### config.mk
export PLATFORM = sky130hd
export DESIGN_NAME = lcd_fill_scheduler
export DESIGN_NICKNAME = d
export VERILOG_FILES = /design/src/rtl/lcd_fill_scheduler.sv
export SDC_FILE = /design/constraint.sdc
export NUM_CORES = 1
export LEC_CHECK = 0
export ABC_AREA = 1
export ABC_CLOCK_PERIOD_IN_PS = 17100
export CELL_PAD_IN_SITES_DETAIL_PLACEMENT = 1
export CELL_PAD_IN_SITES_GLOBAL_PLACEMENT = 1
export CORE_ASPECT_RATIO = 1.25
export CORE_MARGIN = 5
export CORE_UTILIZATION = 41
export DETAILED_ROUTE_END_ITERATION = 8
export GPL_ROUTABILITY_DRIVEN = 0
export PLACE_DENSITY = 0.86
export SETUP_SLACK_MARGIN = 0.05
export SYNTH_ARGS = -nofsm -noshare
export SYNTH_HDL_FRONTEND = slang
export SYNTH_SLANG_ARGS = --single-unit
### constraint.sdc
create_clock -name clk -period 17.1 [get_ports clk]
set_clock_uncertainty 0.15 [all_clocks]
set_input_delay 2.565 -clock clk [delete_from_list [all_inputs] [get_ports clk]]
set_output_delay 2.565 -clock clk [all_outputs]
set_load 0.005 [all_outputs]
### src/rtl/lcd_fill_scheduler.sv
// Round-robin rectangle-fill scheduler in front of a single ili934x_driver.
// Optional LCD_FILL_PERF_EN adds saturating pixel/stall counters (perf_pix, perf_stall).
module lcd_fill_scheduler #(
   parameter int NREQ  = 2,
   parameter int X_RES = 240,
   parameter int Y_RES = 320,
   parameter int CW    = 17
) (
   input  logic                 clk,
   input  logic                 rst,
   input  logic [NREQ-1:0]      req_valid,
   input  logic [NREQ*16-1:0]   req_x0,
   input  logic [NREQ*16-1:0]   req_y0,
   input  logic [NREQ*16-1:0]   req_x1,
   input  logic [NREQ*16-1:0]   req_y1,
   input  logic [NREQ*16-1:0]   req_color,
   output logic [NREQ-1:0]      req_ack,
   output logic                 done_stb,
   output logic [1:0]           done_id,
   output logic                 done_err,
   output logic                 ready,
   output logic                 drv_init_start,
   input  logic                 drv_init_done,
   input  logic                 drv_busy,
   output logic                 drv_win_set_stb,
   output logic [15:0]          drv_win_x0,
   output logic [15:0]          drv_win_y0,
   output logic [15:0]          drv_win_x1,
   output logic [15:0]          drv_win_y1,
   output logic                 drv_stream_start,
   output logic [15:0]          drv_pix_data,
   output logic                 drv_pix_valid,
   input  logic                 drv_pix_ready
`ifdef LCD_FILL_PERF_EN
   ,
   output logic [31:0]          perf_pix,
   output logic [31:0]          perf_stall
`endif
);

   typedef enum logic [2:0] {
      S_INIT_REQ,
      S_IDLE,
      S_ARB,
      S_WIN,
      S_WIN_WAIT,
      S_START,
      S_STREAM,
      S_DONE
   } state_t;

   localparam logic [15:0] XMAX = 16'(X_RES - 1);
   localparam logic [15:0] YMAX = 16'(Y_RES - 1);

   state_t          state;
   state_t          nxt;
   logic [1:0]      ptr;
   logic [1:0]      gnt;
   logic [15:0]     color;
   logic [CW-1:0]   cnt;
   logic            ww_first;

   logic [1:0]      gnt_idx;
   logic            gnt_found;
   int unsigned     idx;
   logic [NREQ-1:0] rv_rot;
   logic [NREQ-1:0] ack_nxt;
   logic [15:0]     sel_x0, sel_y0, sel_x1, sel_y1, sel_color;
   logic [15:0]     cx0, cy0, cx1, cy1;
   logic            rect_bad;
   logic [15:0]     dx, dy;
   logic            beat;

   // Search starts one past the last grant so every pending requester is served before a repeat.
   always_comb begin
      gnt_idx   = ptr;
      gnt_found = 1'b0;
      idx       = 0;
      rv_rot    = '0;
      for (int unsigned k = 1; k <= NREQ; k++) begin
         idx    = (32'(ptr) + k) % NREQ;
         rv_rot = req_valid >> idx;
         if (!gnt_found && rv_rot[0]) begin
            gnt_found = 1'b1;
            gnt_idx   = 2'(idx);
         end
      end
      ack_nxt = '0;
      for (int unsigned i = 0; i < NREQ; i++) begin
         ack_nxt[i] = (state == S_ARB) && gnt_found && (32'(gnt_idx) == i);
      end
   end

   always_comb begin
      sel_x0    = 16'(req_x0    >> (16 * 32'(gnt_idx)));
      sel_y0    = 16'(req_y0    >> (16 * 32'(gnt_idx)));
      sel_x1    = 16'(req_x1    >> (16 * 32'(gnt_idx)));
      sel_y1    = 16'(req_y1    >> (16 * 32'(gnt_idx)));
      sel_color = 16'(req_color >> (16 * 32'(gnt_idx)));
      cx0       = (sel_x0 > XMAX) ? XMAX : sel_x0;
      cx1       = (sel_x1 > XMAX) ? XMAX : sel_x1;
      cy0       = (sel_y0 > YMAX) ? YMAX : sel_y0;
      cy1       = (sel_y1 > YMAX) ? YMAX : sel_y1;
      rect_bad  = (cx0 > cx1) || (cy0 > cy1);
      dx        = drv_win_x1 - drv_win_x0 + 16'd1;
      dy        = drv_win_y1 - drv_win_y0 + 16'd1;
      beat      = drv_pix_valid && drv_pix_ready;
   end

   always_ff @(posedge clk) begin
      if (rst) begin
         state <= S_INIT_REQ;
      end else begin
         state <= nxt;
      end
   end

   always_comb begin
      nxt = state;
      unique case (state)
         S_INIT_REQ: if (drv_init_start && drv_init_done) nxt = S_IDLE;
         S_IDLE:     if (|req_valid) nxt = S_ARB;
         S_ARB: begin
            if (!gnt_found)    nxt = S_IDLE;
            else if (rect_bad) nxt = S_DONE;
            else               nxt = S_WIN;
         end
         S_WIN:      nxt = S_WIN_WAIT;
         S_WIN_WAIT: if (!ww_first && !drv_busy) nxt = S_START;
         S_START:    nxt = S_STREAM;
         S_STREAM:   if (beat && cnt == CW'(1)) nxt = S_DONE;
         S_DONE:     nxt = S_IDLE;
         default:    nxt = S_INIT_REQ;
      endcase
   end

   // Outputs are registered from the next state so each one is live for exactly its state's cycles.
   always_ff @(posedge clk) begin
      if (rst) begin
         req_ack          <= '0;
         done_stb         <= 1'b0;
         done_id          <= '0;
         done_err         <= 1'b0;
         ready            <= 1'b0;
         drv_init_start   <= 1'b0;
         drv_win_set_stb  <= 1'b0;
         drv_win_x0       <= '0;
         drv_win_y0       <= '0;
         drv_win_x1       <= '0;
         drv_win_y1       <= '0;
         drv_stream_start <= 1'b0;
         drv_pix_data     <= '0;
         drv_pix_valid    <= 1'b0;
         ptr              <= 2'(NREQ - 1);
         gnt              <= '0;
         color            <= '0;
         cnt              <= '0;
         ww_first         <= 1'b0;
      end else begin
         req_ack          <= ack_nxt;
         drv_init_start   <= (nxt == S_INIT_REQ);
         ready            <= (nxt == S_IDLE);
         drv_win_set_stb  <= (nxt == S_WIN);
         drv_stream_start <= (nxt == S_START);
         drv_pix_valid    <= (nxt == S_STREAM);
         done_stb         <= (nxt == S_DONE);
         done_err         <= (state == S_ARB) && (nxt == S_DONE);
         done_id          <= (nxt != S_DONE) ? 2'd0 : ((state == S_ARB) ? gnt_idx : gnt);
         ww_first         <= (state == S_WIN);
         if (state == S_ARB && gnt_found) begin
            gnt        <= gnt_idx;
            ptr        <= gnt_idx;
            color      <= sel_color;
            drv_win_x0 <= cx0;
            drv_win_y0 <= cy0;
            drv_win_x1 <= cx1;
            drv_win_y1 <= cy1;
         end
         if (state == S_START) begin
            cnt          <= CW'({16'd0, dx} * {16'd0, dy});
            drv_pix_data <= color;
         end else if (state == S_STREAM && beat) begin
            cnt <= cnt - CW'(1);
         end
      end
   end

`ifdef LCD_FILL_PERF_EN
   always_ff @(posedge clk) begin
      if (rst) begin
         perf_pix   <= '0;
         perf_stall <= '0;
      end else begin
         if (drv_pix_valid && drv_pix_ready && perf_pix != '1)
            perf_pix <= perf_pix + 32'd1;
         if (drv_pix_valid && !drv_pix_ready && perf_stall != '1)
            perf_stall <= perf_stall + 32'd1;
      end
   end
`endif

endmodule
==> impl_metrics.toml <==
[cts]
cts_tree = "done"
clockRootBuffer = "clkbuf_16"
clkSinkCount = 131
cts_setup_buffers = 0
h-tree-depth = 4
cts.path.max_buffers = 2
postCtsResizedCells = 0
clkSlewWorstSetupHoldPaths_ps = 80
cts_hold_buffers = 0
cts_buffers = 17
clock_latency_ps = 450

[final_layout]
antennaDiodeCount = 0
syn_to_final_growth_pct = 27.8
drive_above_1_share_pct = 3.55
n_fill_cell = 4090
nets = 2559

[detailed_routing]
vias = 13761
viasPerCell = 5.34
wl_per_cell_um = 19.1
finalWirelength_um = 49300
ant_nets = 0
drtIter0Drc = 651
firstDrtPassIters = 7
drc = 0

[yosys]
postSynthCellCount = 1896
synthTopCellsByArea = "dfxtp_1 20%, fa_1 15%, ha_1 13%"
synthTopCellsByCount = "452 x nand2_1, 366 x inv_1, 180 x nor2_1, 142 x ha_1, 131 x dfxtp_1"
synth_edf_count = 0
yosys_most_used_dff = "dfxtp_1"
async_reset_ff_share_pct = 0
yosysSeqAreaShare_pct = 19.9
synth_top_area_cell = "dfxtp_1"
ys_types = 48
avgSynthCellArea_um2 = 6.96
synth_most_common_cell = "nand2_1"
yosys_warnings = 0
synth_top_area_share_pct = 19.9
ys_ff_latch = 131
synth_area_mm2 = 0.0132

[placement]
io_buffers = 257
place_hpwl_um = 39900
dp_slack_ps = 9300

[setup_path]
critPathCaptureType = "register"
regToRegEndpoint = "cnt[16]"
crit_required_ps = 17280
slowest_delay_ps = 560
rrSetupSlack_ps = 9290
reg2reg_from = "drv_win_y1[1]"
worstPathMaxFanout = 9
crit_type = "reg2reg"
rr_worst_depth = 35
crit_path_start_kind = "register"
cp_common_cell = "inv_1"
cp_slowest_cell = "fa_1"
arrival_ps = 7990

[die]
die_w_um = 171
fp.coreArea_mm2 = 0.0318
die-area_mm2 = 0.0359
start_util_pct = 41.5
io_pins = 258
die_h_um = 211
rows = 73

[job]
maxCapViolations = 0

[global_route]
grt_pass1_wl_um = 78900
overflow = 0
top_usage_layer = "met2"
grt_usage_pct = 27.6
use_met3_pct = 4.94
met1_usage_pct = 29.8
grt_use_met2_pct = 53.9
antenna_found_initial = 1
grt_pass1_vias = 15278
grt_max_degree = 69

[timing]
worst_pin_slew_ps = 873
slew_viol_final = 0
setup-violations-final = 0
period_share_pct = 45.7
rsz0062_at_grt = "false"
fmax_mhz = 128
whs_ps = 312
maxSlewHeadroom_pct = 41.7
hold_viol_final = 0
period_minus_slack_ps = 7810
setup_tns_ps = 0
setup_ws_ps = 9290

[outcome]
status = "finished, final reports clean"

[hold_path]
min_delay_path_depth = 2
hold_start = "color[3]"
hold_class = "reg2reg"
holdPathEnd = "drv_pix_data[3]"
flip-flops by register name (all words and copies together) (netlist names), 2 cells and up:
signal,cells
cnt,17
done_id,2
state,3
drv_win_y0,16
req_ack,2
drv_pix_data,16
drv_win_y1,16
color,16
drv_win_x1,16
ptr,2
drv_win_x0,16
worst max-delay path: cells and delay by family (launching register included):
kind	cells	cell delay (ps)
adder cells (fa/ha/maj)	10	4250
flip-flops	1	380
buffers and inverters	11	1070
XOR/XNOR	1	370
AO/OA/AOI/OAI	2	170
AND/OR/NAND/NOR	11	1320
cells by family (layout without fill, tap and decap cells):
| kind of cell | after synthesis | in the layout | share of synthesized area [%] |
|---|---|---|---|
| flip-flops | 131 | 131 | 19.9 |
| adder cells (fa/ha/maj) | 238 | 238 | 28.0 |
| AO/OA/AOI/OAI | 261 | 261 | 12.2 |
| multiplexers | 1 | 1 | 0.0758 |
| AND/OR/NAND/NOR | 806 | 806 | 25.5 |
| buffers and inverters | 429 | 672 | 12.2 |
| XOR/XNOR | 28 | 28 | 2.11 |
| other | 2 | 30 | 0.0569 |
metrics by stage:
stage / instance area, um2 / utilization (%) / std cells
global placement: 16300 / 51.2 / 2547
global route: 16900 / 53.1 / 2579
finish: 16900 / 53.1 / 2579
floorplan: 13300 / - / 1924
CTS: 16900 / 53.1 / 2579
detailed placement: 16300 / 51.2 / 2547
how the worst max path moves through the flow:
stage	from	to	slack (ps)	cells past startpoint
2_1_floorplan	drv_win_y1[1]	cnt[16]	10230	35
3_3_place_gp	req_valid[0]	done_id[1]	9530	24
3_5_place_dp	drv_win_y1[1]	cnt[16]	9300	35
4_1_cts	drv_win_y1[1]	cnt[16]	9250	35
5_1_grt	drv_win_y1[1]	cnt[16]	8770	35
6_report	drv_win_y1[1]	cnt[16]	9290	35
layout make-up:
type | count | area, um2 | area share, %
tap | 412 | 515 | 3.05
multi-input combinational | 1364 | 9100 | 53.9
clock buffer | 17 | 425 | 2.52
clock inverter | 15 | 184 | 1.09
inverter | 376 | 1410 | 8.36
sequential | 131 | 2620 | 15.5
timing repair buffer | 264 | 2620 | 15.5
cell usage in the layout, fill, tap and decap left out, drive strengths merged, types with 27 or more instances in the layout:
master	Yosys	final
o21ai	49	49
o211ai	30	30
nand3	86	86
nor2	181	181
ha	142	142
fa	96	96
inv	371	382
nor3	27	27
conb	2	30
nand2	466	466
a22oi	44	44
dfxtp	131	131
a21oi	100	100
clkdlybuf4s50	0	256
layer usage:
| metal | routed length (um) | share of wire [%] |
|---|---|---|
| met1 | 18400 | 37 |
| met2 | 26900 | 55 |
| met3 | 2640 | 5.4 |
| met4 | 1400 | 2.8 |
| met5 | 0 | 0 |
Power is left out: the tool's default activity adds up to more than one toggle a clock period on the data nets, which glitch-free logic cannot reach.
